### src/rtl/nnrv_pkg.sv
// Shared sizing constants for the NNRV core and its writeback stage.
// Also holds the single definition of the register-commit condition.
package nnrv_pkg;
   localparam int XLEN_DEF   = 32;
   localparam int REG_ADDR_W = 5;
   localparam int NUM_REGS   = 32;
   localparam int CNT_W      = 64;

   typedef logic [REG_ADDR_W-1:0] reg_addr_t;

   // Only a valid retirement that targets a real register commits.
   function automatic logic commit_en(input logic valid, input logic rd_en, input reg_addr_t rd);
      return valid & rd_en & (rd != '0);
   endfunction
endpackage

### src/rtl/nnrv_regfile.sv
// x1..x31 storage with one write port and two write-through read ports.
// x0 has no flops; it reads as a tied-off zero entry.
import nnrv_pkg::*;

module nnrv_regfile #(
   parameter int XLEN = XLEN_DEF
) (
   input  logic                  i_clk,
   input  logic                  i_rst_n,
   input  logic                  i_we,
   input  logic [REG_ADDR_W-1:0] i_wa,
   input  logic [XLEN-1:0]       i_wd,
   input  logic [REG_ADDR_W-1:0] i_rs1,
   input  logic [REG_ADDR_W-1:0] i_rs2,
   output logic [XLEN-1:0]       o_rs1_reg,
   output logic [XLEN-1:0]       o_rs2_reg
);
   logic [XLEN-1:0] regs [NUM_REGS];
   logic            we_eff;
   logic            byp;

   assign we_eff  = i_we & (i_wa != '0);
   assign regs[0] = '0;

   for (genvar g = 1; g < NUM_REGS; g++) begin : g_reg
      logic [XLEN-1:0] q;
      always_ff @(posedge i_clk or negedge i_rst_n) begin
         if (!i_rst_n)
            q <= '0;
         else if (we_eff && i_wa == REG_ADDR_W'(g))
            q <= i_wd;
      end
      assign regs[g] = q;
   end

   // Bypass is gated by reset so every read is zero while held in reset.
   assign byp = we_eff & i_rst_n;

   always_comb begin
      o_rs1_reg = regs[i_rs1];
      o_rs2_reg = regs[i_rs2];
      if (byp && i_rs1 == i_wa) o_rs1_reg = i_wd;
      if (byp && i_rs2 == i_wa) o_rs2_reg = i_wd;
   end
endmodule

### src/rtl/nnrv_wb.sv
// Writeback stage: commits retiring results to the register file, forwards
// the last committed write to exec, and counts retired instructions.
import nnrv_pkg::*;

module nnrv_wb #(
   parameter int XLEN = XLEN_DEF
) (
   input  logic                  i_clk,
   input  logic                  i_rst_n,
   input  logic                  i_mem_valid,
   input  logic                  i_mem_rd_en,
   input  logic [REG_ADDR_W-1:0] i_mem_rd,
   input  logic [XLEN-1:0]       i_mem_rd_reg,
   input  logic [REG_ADDR_W-1:0] i_dec_rs1,
   input  logic [REG_ADDR_W-1:0] i_dec_rs2,
   output logic [XLEN-1:0]       o_dec_rs1_reg,
   output logic [XLEN-1:0]       o_dec_rs2_reg,
   output logic                  o_wb_rd_en,
   output logic [REG_ADDR_W-1:0] o_wb_rd,
   output logic [XLEN-1:0]       o_wb_rd_reg,
   output logic [CNT_W-1:0]      o_instret
);
   logic             commit;
   logic [CNT_W-1:0] instret_q;

   assign commit = commit_en(i_mem_valid, i_mem_rd_en, i_mem_rd);

   nnrv_regfile #(.XLEN(XLEN)) u_regfile (
      .i_clk     (i_clk),
      .i_rst_n   (i_rst_n),
      .i_we      (commit),
      .i_wa      (i_mem_rd),
      .i_wd      (i_mem_rd_reg),
      .i_rs1     (i_dec_rs1),
      .i_rs2     (i_dec_rs2),
      .o_rs1_reg (o_dec_rs1_reg),
      .o_rs2_reg (o_dec_rs2_reg)
   );

   // Forward registers track the inputs every cycle; only the enable is qualified.
   always_ff @(posedge i_clk or negedge i_rst_n) begin
      if (!i_rst_n) begin
         o_wb_rd_en  <= 1'b0;
         o_wb_rd     <= '0;
         o_wb_rd_reg <= '0;
      end else begin
         o_wb_rd_en  <= commit;
         o_wb_rd     <= i_mem_rd;
         o_wb_rd_reg <= i_mem_rd_reg;
      end
   end

   // Free-running retirement count; wraps silently at 2^64.
   always_ff @(posedge i_clk or negedge i_rst_n) begin
      if (!i_rst_n)
         instret_q <= '0;
      else if (i_mem_valid)
         instret_q <= instret_q + CNT_W'(1);
   end

   assign o_instret = instret_q;
endmodule

### config.mk
export PLATFORM = sky130hd
export DESIGN_NAME = nnrv_wb
export DESIGN_NICKNAME = d
export VERILOG_FILES = /design/src/rtl/nnrv_pkg.sv /design/src/rtl/nnrv_regfile.sv /design/src/rtl/nnrv_wb.sv
export SDC_FILE = /design/constraint.sdc
export NUM_CORES = 2
export LEC_CHECK = 0
export BUFFER_PORTS_ARGS = -buffer_cell sky130_fd_sc_hd__buf_4
export CAP_MARGIN = 20
export CORE_MARGIN = 2
export CORE_UTILIZATION = 60
export CTS_CLUSTER_DIAMETER = 40
export CTS_CLUSTER_SIZE = 30
export DETAILED_ROUTE_END_ITERATION = 10
export MAX_ROUTING_LAYER = met4
export PLACE_DENSITY = 0.78
export RECOVER_POWER = 25
export REMOVE_ABC_BUFFERS = 1
export SYNTH_ARGS = -nofsm -noshare
export SYNTH_HDL_FRONTEND = slang
export SYNTH_SLANG_ARGS = --single-unit
### constraint.sdc
create_clock -name i_clk -period 2.25 [get_ports i_clk]
set_input_delay 0.1125 -clock i_clk [delete_from_list [all_inputs] [get_ports i_clk]]
set_output_delay 0.1125 -clock i_clk [all_outputs]
set_load 0.01 [all_outputs]
==> impl_metrics.env <==
export IMPL_violations="capacitance limit, slew limit, setup timing"
export IMPL_fin_skew_ns=0.008855
export IMPL_p_clk_share_pct=42.6
export IMPL_switchingPower_mw=16.03
export IMPL_h_tree_depth=4
export IMPL_netlist_area_um2=57470
export IMPL_worstPathRequired_ns=2.14
export IMPL_p_seq_share_pct=41.0
export IMPL_grt_overflow=0
export IMPL_fmax_mhz=370.2
export IMPL_gp_congestion=0.8858
export IMPL_maxSlewHeadroom_pct=-7.897
export IMPL_grt_pass1_vias=41720
export IMPL_finish_utilization_pct=73.43
export IMPL_cp_start_kind="flop"
export IMPL_grt_start_max_net_pins=176
export IMPL_numPortBuffers=216
export IMPL_seq_area_frac_synth_pct=47.63
export IMPL_die_w_um=313.5
export IMPL_largest_reg_flops=992
export IMPL_ys_warn_count=0
export IMPL_grtUsageTotal_pct=37.36
export IMPL_power_density_nw_per_um2=845.0
export IMPL_combPwrFrac_pct=16.4
export IMPL_fin_cells=5731
export IMPL_viasPerCell=7.091
export IMPL_cts_tree="done"
export IMPL_setup_slack_ns=-0.4513
export IMPL_syn_inst=4037
export IMPL_syn_mean_instance_area_um2=14.24
export IMPL_critPathArrivalTime_ns=2.59
export IMPL_layout_commonest_cell="dfrtp_1"
export IMPL_ys_async_sr_fraction_pct=100.0
export IMPL_layout_min_cycle_time_ns=2.701
export IMPL_drc=0
export IMPL_clkTransAtPathRegs_ns=0.06
export IMPL_root_buffer="clkbuf_16"
export IMPL_final_cell_mix="dfrtp_1, mux2_2, mux4_2"
export IMPL_dpl_cell_area_um2=62480
export IMPL_status="finished, violations left"
export IMPL_core_area_um2=95010
export IMPL_rows=113
export IMPL_dieArea_um2=98280
export IMPL_hold_worst_slack_ns=0.1047
export IMPL_min_from="i_mem_rd[1]"
export IMPL_cp_end_kind="output port"
export IMPL_numCtsBuffers=152
export IMPL_rsz0062_at_grt="yes"
export IMPL_slew_viol_final=245
export IMPL_rr_startpoint="o_instret[15]"
export IMPL_ir_worst_vdd_v=0.0006590
export IMPL_setup_violations=64
export IMPL_crit_start="u_regfile.g_reg[31].q[30]"
export IMPL_areaGrowthSynthToFinish_pct=21.39
export IMPL_crit_path_max_fanout=3
export IMPL_synth_seq_cells=1094
export IMPL_worst_pin_slew_ns=1.618
export IMPL_critPathSlowestCell="mux4_2"
export IMPL_crit_path_frequent_cell="mux4_2"
export IMPL_crit_path_max_incr_delay_ns=0.53
export IMPL_yosys_cell_types_count=58
export IMPL_post_drt_wl_per_cell_um=30.86
export IMPL_vias=40640
export IMPL_numClockSinks=1094
export IMPL_ant_nets=0
export IMPL_pin_count=217
export IMPL_hold_class="input pin to flop"
export IMPL_finalInstanceArea_um2=69760
export IMPL_drt_wl_total_mm=176.9
export IMPL_antenna_found_initial=4
export IMPL_drt_iter0_markers=4612
export IMPL_period_share_pct=120.1
export IMPL_hold_violations=0
export IMPL_synth_edff_count=0
export IMPL_dp_cells=5361
export IMPL_hpwlAfterDp_mm=107.9
export IMPL_cellLeakagePower_nw=31.30
export IMPL_fin_nets=4388
export IMPL_critPathKind="flop to output port"
export IMPL_path_cells="mux4_2 > mux4_2 > a21oi_4 > a21oi_2 > buf_4"
export IMPL_firstDrtPassIters=5
export IMPL_drv_cap=8
export IMPL_p_int_mw=42.92
export IMPL_synth_flop_cell="dfrtp_1"
export IMPL_start_util_pct=60.49
export IMPL_tns_ns=-13.83
export IMPL_drive_gt1_share_pct=53.43
export IMPL_switching_share_pct=27.19
export IMPL_clk_latency_ns=0.76
export IMPL_grt_pass1_wl_mm=266.2
export IMPL_cts_buffer_depth=3
export IMPL_die_h_um=313.5
==> power groups by stage <==
stage / logic, mW / clock network [mW] / registers [mW]
6_report: 9.65 / 25.1 / 24.2
5_1_grt: 10.2 / 26.3 / 24.4
4_1_cts: 9.40 / 25.3 / 24.0
3_5_place_dp: 8.73 / 0 / 24.3
3_3_place_gp: 8.47 / 0 / 24.1
2_1_floorplan: 5.44 / 0 / 23.7
==> layer usage <==
layer	vias to the layer above	wire [um]	track usage [%]
met5	-	0	-
met4	0	8791	18.37
met3	572	17200	8.623
met2	2462	83980	56.03
met1	21400	66900	48.40
li1	16200	-	-
==> synth_stat cells, types with 36 or more instances <==
cell type / instances / share of area [%]
clkbuf_1: 178 / 1.2
buf_1: 65 / 0.42
mux2_2: 937 / 18
mux2_1: 151 / 3.0
o21ai_0: 38 / 0.33
o22ai_1: 95 / 1.0
nand2_1: 38 / 0.25
nor2_1: 131 / 0.86
xnor2_1: 36 / 0.55
dfrtp_1: 1094 / 48
buf_2: 141 / 1.2
mux4_2: 388 / 15
mux2i_1: 99 / 1.7
xor2_1: 37 / 0.56
a21oi_1: 100 / 0.87
==> cell families after synthesis <==
logic type	share of synthesized area (%)
fa+ha+maj	0.02177
compound gates	6.431
xor+xnor	1.112
flops	47.63
mux	38.25
simple gates	3.170
buf+inv	3.383
==> final cells by class <==
class	instances	area [um2]
fillers	5729	25250
repair buffers	563	5557
clock buffers	181	4093
inverters	10	37.54
multi-input cells	2515	29820
flip-flops and latches	1094	27380
clock inverters	99	1287
diodes	4	10.01
well taps	1265	1583
==> through the flow <==
stage          total power, mW  setup slack, ns
2_1_floorplan            29.12          -0.5709
3_5_place_dp             33.05         -0.02555
3_3_place_gp             32.61         -0.01369
5_1_grt                  60.91          -0.4929
6_report                 58.95          -0.4513
4_1_cts                  58.74          -0.4889
==> critical path: cells and delay by family, from the launching register on <==
| family | cells | cell delay, ns |
|---|---|---|
| DFF | 1 | 0.41 |
| buffers and inverters | 1 | 0.15 |
| muxes | 2 | 1.02 |
| AOI/OAI and AO/OA | 2 | 0.24 |
==> timing repair <==
item,CTS,global route
gates resized for setup,208,65
setup endpoints to repair,64,66
hold buffers,41,2
hold endpoints to repair,1486,6
setup buffers,29,20
pin swaps,100,57
==> final timing paths <==
check	to	slack [ns]	cells past startpoint
worst max-delay path	o_dec_rs2_reg[30]	-0.45	5
worst max register to register	o_instret[52]	0.21	6
min in group asynchronous	u_regfile.g_reg[26].q[29]	0.34	3
max in group asynchronous	u_regfile.g_reg[29].q[9]	0.12	5
worst min register to register	o_instret[63]	0.48	1
worst min-delay path	u_regfile.g_reg[12].q[7]	0.10	4
No activity file was read; power rests on OpenSTA's default activity.
